--- src/rtl/hazard_ctrl.sv ---
// Hazard and resource controller for the 5-stage MIPS pipeline: operand forwarding,
// load-use / branch-compare / mult-div stalls and the iterative mult/div occupancy counter.
module hazard_ctrl #(
    parameter int MULT_CYCLES = 4,
    parameter int DIV_CYCLES  = 32,
    parameter int CNT_W       = 6
) (
    input  logic       clk,
    input  logic       rst,
    input  logic [4:0] RsD,
    input  logic [4:0] RtD,
    input  logic [4:0] RsE,
    input  logic [4:0] RtE,
    input  logic [4:0] WriteRegE,
    input  logic [4:0] WriteRegM,
    input  logic [4:0] WriteRegW,
    input  logic       RegWriteE,
    input  logic       RegWriteM,
    input  logic       RegWriteW,
    input  logic       MemToRegE,
    input  logic       MemToRegM,
    input  logic       BranchD,
    input  logic       HiLoReadD,
    input  logic       MdIssueD,
    input  logic       MdStartE,
    input  logic       MdIsDivE,
    output logic [1:0] ForwardAE,
    output logic [1:0] ForwardBE,
    output logic       ForwardAD,
    output logic       ForwardBD,
    output logic       StallF,
    output logic       StallD,
    output logic       FlushE,
    output logic       MdBusy,
    output logic       MdDone
);

    logic [CNT_W-1:0] md_cnt_q, md_cnt_d;
    logic             md_done_q, md_done_d;
    logic             lwstall, branchstall, mdstall, stall;
    logic             md_busy;

    // A new start always restarts the count, even over a unit that is still busy.
    always_comb begin
        md_cnt_d  = md_cnt_q;
        md_done_d = 1'b0;
        if (MdStartE)
            md_cnt_d = MdIsDivE ? CNT_W'(DIV_CYCLES) : CNT_W'(MULT_CYCLES);
        else if (md_cnt_q != '0)
            md_cnt_d = md_cnt_q - CNT_W'(1);
        md_done_d = (md_cnt_q == CNT_W'(1)) && !MdStartE;
    end

    always_ff @(posedge clk or negedge rst) begin
        if (!rst) begin
            md_cnt_q  <= '0;
            md_done_q <= 1'b0;
        end else begin
            md_cnt_q  <= md_cnt_d;
            md_done_q <= md_done_d;
        end
    end

    function automatic logic [1:0] fwd_sel(input logic [4:0] src, input logic wr_m,
                                           input logic [4:0] dst_m, input logic wr_w,
                                           input logic [4:0] dst_w);
        if (src != 5'd0 && wr_m && src == dst_m)      fwd_sel = 2'b10;
        else if (src != 5'd0 && wr_w && src == dst_w) fwd_sel = 2'b01;
        else                                          fwd_sel = 2'b00;
    endfunction

    assign md_busy     = (md_cnt_q != '0);
    assign lwstall     = MemToRegE && (RtE == RsD || RtE == RtD);
    assign branchstall = BranchD &&
                         ((RegWriteE && (WriteRegE == RsD || WriteRegE == RtD)) ||
                          (MemToRegM && (WriteRegM == RsD || WriteRegM == RtD)));
    // MdStartE covers the cycle before the counter has loaded.
    assign mdstall     = (HiLoReadD || MdIssueD) && (md_busy || MdStartE);
    assign stall       = lwstall || branchstall || mdstall;

    // Everything is forced low while reset is held, whatever the pipeline presents.
    always_comb begin
        ForwardAE = 2'b00;
        ForwardBE = 2'b00;
        ForwardAD = 1'b0;
        ForwardBD = 1'b0;
        StallF    = 1'b0;
        StallD    = 1'b0;
        FlushE    = 1'b0;
        MdBusy    = 1'b0;
        MdDone    = 1'b0;
        if (rst) begin
            ForwardAE = fwd_sel(RsE, RegWriteM, WriteRegM, RegWriteW, WriteRegW);
            ForwardBE = fwd_sel(RtE, RegWriteM, WriteRegM, RegWriteW, WriteRegW);
            ForwardAD = (RsD != 5'd0) && RegWriteM && (RsD == WriteRegM);
            ForwardBD = (RtD != 5'd0) && RegWriteM && (RtD == WriteRegM);
            StallF    = stall;
            StallD    = stall;
            FlushE    = stall;
            MdBusy    = md_busy;
            MdDone    = md_done_q;
        end
    end

endmodule

--- config.mk ---
export PLATFORM = sky130hd
export DESIGN_NAME = hazard_ctrl
export DESIGN_NICKNAME = d
export VERILOG_FILES = /design/src/rtl/hazard_ctrl.sv
export SDC_FILE = /design/constraint.sdc
export NUM_CORES = 1
export LEC_CHECK = 0
export ABC_AREA = 1
export BUFFER_PORTS_ARGS = -buffer_cell sky130_fd_sc_hd__buf_2
export CORE_MARGIN = 5
export CORE_UTILIZATION = 48
export CTS_CLUSTER_DIAMETER = 120
export DETAILED_ROUTE_END_ITERATION = 8
export PLACE_DENSITY = 0.81
export RECOVER_POWER = 50
export SLEW_MARGIN = 20
export SYNTH_ARGS = -nofsm -noshare
export SYNTH_HDL_FRONTEND = slang
export SYNTH_SLANG_ARGS = --single-unit
export TNS_END_PERCENT = 100
--- constraint.sdc ---
create_clock -name clk -period 2.1 [get_ports clk]
set_input_delay 0.42 -clock clk [delete_from_list [all_inputs] [get_ports clk]]
set_output_delay 0.42 -clock clk [all_outputs]
set_load 0.05 [all_outputs]
# Word-level counts from Yosys, hierarchy flattened

Cells that the tools add are included.

Register bits after elaboration: 7
Input bits: 47

$add $sub $neg: 1
Equal/unequal tests: 13
Muxes and demuxes: 14
Reduce and logical (&&, ||, !) cells: 33

Operators with widths:

| kind                                              | count |
|---|---|
| == test 5 bit                                     | 12 |
| nonzero test 5 bit                                | 4 |
| logical AND 1 bit                                 | 18 |
| 2-to-1 mux 6 bit                                  | 3 |
| logical OR 1 bit                                  | 8 |
| 2-to-1 mux 2 bit                                  | 4 |
| 2-to-1 mux 1 bit                                  | 7 |
| == test 6 x 1 -> 1 bit (second input constant)    | 1 |
| nonzero test 6 bit                                | 1 |
| subtractor 6 x 1 -> 6 bit (second input constant) | 1 |
| nonzero test 2 bit                                | 1 |
| zero test 1 bit                                   | 1 |

# Logic depth before layout (Yosys ltp)

Depth after elaboration: 8
Depth in mapped cells: 12

# Worst setup path after synthesis

Ideal clock, no wire load.

Path kind: input port to output port
From: input WriteRegM[0]
To: output ForwardAD
Arrival: 2299 ps
Required time: 1680 ps
Setup slack: -619 ps
Cell stages on the path: 7
Buffers on the path: 1
Cell sequence: buf_2 -> inv_1 -> nand2_1 -> nand2_1 -> nor2_1 -> nand3_1 -> nor4_1

Word-level cells in the longest chain between the ends: 3

RTL lines:

| element           | RTL line | source |
|---|---|---|
| from (decl)       | 15       | `input logic [4:0] WriteRegM,` |
| == test 5 bit     | 95       | `ForwardAD = (RsD != 5'd0) && RegWriteM && (RsD == WriteRegM);` |
| logical AND 1 bit | 95       |  |
| 2-to-1 mux 1 bit  | 92       | `if (rst) begin` |
| to (decl)         | 29       | `output logic ForwardAD,` |

No other way between the ends.

# Final worst setup path

From: register md_cnt_q[0]
To: output StallF

Word-level cells in the longest chain between the ends: 5

RTL lines:

| element                | RTL line | source |
|---|---|---|
| from (decl)            | 38       | `logic [CNT_W-1:0] md_cnt_q, md_cnt_d;` |
| from (signal assigned) | 59       | `md_cnt_q <= md_cnt_d;` |
| nonzero test 6 bit     | 72       | `assign md_busy = (md_cnt_q != '0);` |
| logical OR 1 bit       | 78       | `assign mdstall = (HiLoReadD \|\| MdIssueD) && (md_busy \|\| MdStartE);` |
| logical AND 1 bit      | 78       |  |
| logical OR 1 bit       | 79       | `assign stall = lwstall \|\| branchstall \|\| mdstall;` |
| 2-to-1 mux 1 bit       | 92       |  |
| to (decl)              | 31       | `output logic StallF,` |

No other way between the ends.

==> run metrics <==
run status=complete, no violations; NetSw=0.000462 W; Final setup viols=0; worst skew pair latency=0.26 ns; # IOs=58; vias in the first global route=1,409; FMAX=497 MHz; final worst-path cycle share=95.8%; input/output buffers=57; combinational share of power=61.6%; critical path type=reg -> out; Clk pin slew, worst setup/hold paths=0.05 ns; Slew HR=73.8%; Synth area leaders=nand2_1 (24%), dfrtp_1 (14%), xor2_1 (8.9%); type of origin of the critical path=flop; crit end category=primary output; detailed-route vias per instance=4.97; CP delay by family, top=flip-flops; initial core utilization=51.0%; Max clock buf depth=2; top_reg_cell synth=dfrtp_1; final HPWL from detailed placement=3030 um; CP bufs+invs=2; Die X=61.8 um; Static Leakage=1.02 nW; wire length on met2=1710 um; CP max-delay cell=dfrtp_1; Synth Instances=236; overflow left after global routing=0; asr flop ratio synth=100%; post-synth cell types=23; maximum vdd drop=0.746 mV; largest net degree at the start of global routing=8; crit-path max FO=4; Synth top cells by count=nand2_1 (81), inv_1 (30), nor2_1 (30), nand3_1 (15), xor2_1 (13); total CTS buffers=3; Mapped Area=1290 um^2; final hold vios=0; Yosys top cell area share=23.6%; Sw Ratio=48.3%; Met3 Wirelength=322 um; Yosys top cell by area=nand2_1; die extent in y=61.8 um; crit path DAT=1.59 ns; Yosys reg bits=7; post-synthesis net count=286; layout net count=351; Max Slew Vio Count=0; count leader, synth=nand2_1; DRT iter0 DRCs=111; max layer used=met4; Post-synth EDFFs=0; initial antenna violation count=0; worst min path class=in -> async; CTS tree=built; data required time at the worst endpoint=1.68 ns; register share of total power=25.4%; WL per Instance=11.1 um; WL final=3650 um; post-synthesis sequential area ratio=13.6%; worst hold slack=0.231 ns; Mean Syn Cell Area=5.45 um^2; cells along the critical path=inv_2 -> ha_1 -> nand3_2 -> nor2_4 -> nor2_1 -> a21oi_2 -> a21oi_4 -> buf_6; die footprint=3810 um^2; GP Congestion=0.850; internal power=0.000494 W; post-route antenna net violation count=0; clock network fraction of total power=13.0%; Metal-1 WL=1600 um; DR pass1 iterations=4; CORE AREA=2520 um^2; Critical Path Max Stage Delay=0.39 ns; PwrDens=549 nW/um^2; global-route wire length before repair=5800 um; CTS Sinks=7; Clock Skews=0.00364 ns; H-tree Lvls=1; placement row count=18; yosys warns=0; Least-Margin Pin Slew=0.390 ns; drt drc=0; Antenna Cells=0; share of cells above drive strength 1=29.0%; Max-Cap Viols=0; min Tclk post-route=2.01 ns; Total Routing Usage GR=19.7%; Root Driver=clkbuf_4; Setup TNS=0 ns; area grow syn2layout=35.3%; vias post-DR=1,641
-- final cells by class --
cell class	instances	area, um^2
clock buffers	4	26.3
inverters	36	135
fillers	256	782
multi-input cells	189	1010
repair buffers	64	358
flip-flops and latches	7	175
well taps	30	37.5
-- worst paths after layout --
kind                                          from                       to  slack, ns  depth (start not counted)
min                                            rst  md_cnt_q[5]$_DFFE_PN0P_       0.23                          2
max in group asynchronous                      rst  md_cnt_q[3]$_DFFE_PN0P_       1.30                          2
min reg2reg                md_cnt_q[4]$_DFFE_PN0P_  md_cnt_q[4]$_DFFE_PN0P_       0.59                          2
max reg2reg                md_cnt_q[0]$_DFFE_PN0P_  md_cnt_q[5]$_DFFE_PN0P_       0.74                          6
max                        md_cnt_q[0]$_DFFE_PN0P_                   StallF       0.09                          8
min in group clk                          MdIsDivE  md_cnt_q[5]$_DFFE_PN0P_       0.39                          3
-- flip-flops by register name, summed over array words and instances, names as in the netlist --
| register | flops |
|---|---|
| md_cnt_q | 6 |
| md_done_q | 1 |
-- metal layers --
| layer | track usage, % | vias up |
|---|---|---|
| met5 | 0 | - |
| met1 | 26.8 | 723 |
| met4 | 1.82 | 0 |
| met2 | 33.5 | 62 |
| met3 | 3.93 | 2 |
| li1 | - | 854 |
-- repair_timing --
item / CTS / global route
resized for setup: 7 / 9
hold buffers: 1 / 0
setup endpoints to repair: 3 / 4
endpoints found under the hold margin: 3 / 0
pin swaps: 1 / 4
buffers inserted: 0 / 2
-- placed cells by master, fill, tap and decap left out, types with 2 or more instances in the layout --
master,instances
nand2_1,80
buf_2,50
inv_1,28
nor2_1,28
nand3_1,14
xor2_1,13
xnor2_1,10
o21ai_0,9
inv_2,8
nor3_1,7
dfrtp_1,7
clkbuf_4,6
nor2_2,5
a21oi_1,4
clkbuf_1,4
buf_4,4
ha_1,3
buf_6,3
o22ai_1,2
nor2_4,2
nand3_2,2
-- power by group through the flow --
| stage | Clock [W] | Sequential (W) | Combinational [W] |
|---|---|---|---|
| final | 0.000124 | 0.000243 | 0.000589 |
| after global routing | 0.000135 | 0.000251 | 0.000667 |
| after CTS | 0.000129 | 0.000236 | 0.000535 |
| after detailed placement | 0 | 0.000233 | 0.000514 |
| after global placement | 0 | 0.000234 | 0.000502 |
| after floorplan | 0 | 0.000225 | 0.000372 |
-- stage by stage --
step	power, W	std cells	util (%)	worst slack, ns	instance area [um^2]
floorplan	0.000597	236	-	-0.0195	1330
global placement	0.000736	323	65.4	0.0163	1650
detailed placement	0.000748	323	65.4	0.00690	1650
CTS	0.000900	328	67.5	0.00605	1700
global route	0.00105	330	69.0	-0.0102	1740
finish	0.000956	330	69.0	0.0878	1740
-- cell families (layout without fill, tap and decap cells) --
| logic type | after synthesis | count (layout) | share of synthesized area [%] |
|---|---|---|---|
| simple gates | 144 | 144 | 46.7 |
| compound gates | 19 | 19 | 8.66 |
| flops | 7 | 7 | 13.6 |
| fa+ha+maj | 3 | 3 | 2.92 |
| buf+inv | 40 | 104 | 12.5 |
| xor+xnor | 23 | 23 | 15.7 |
Power figures use the tool's default switching activity.
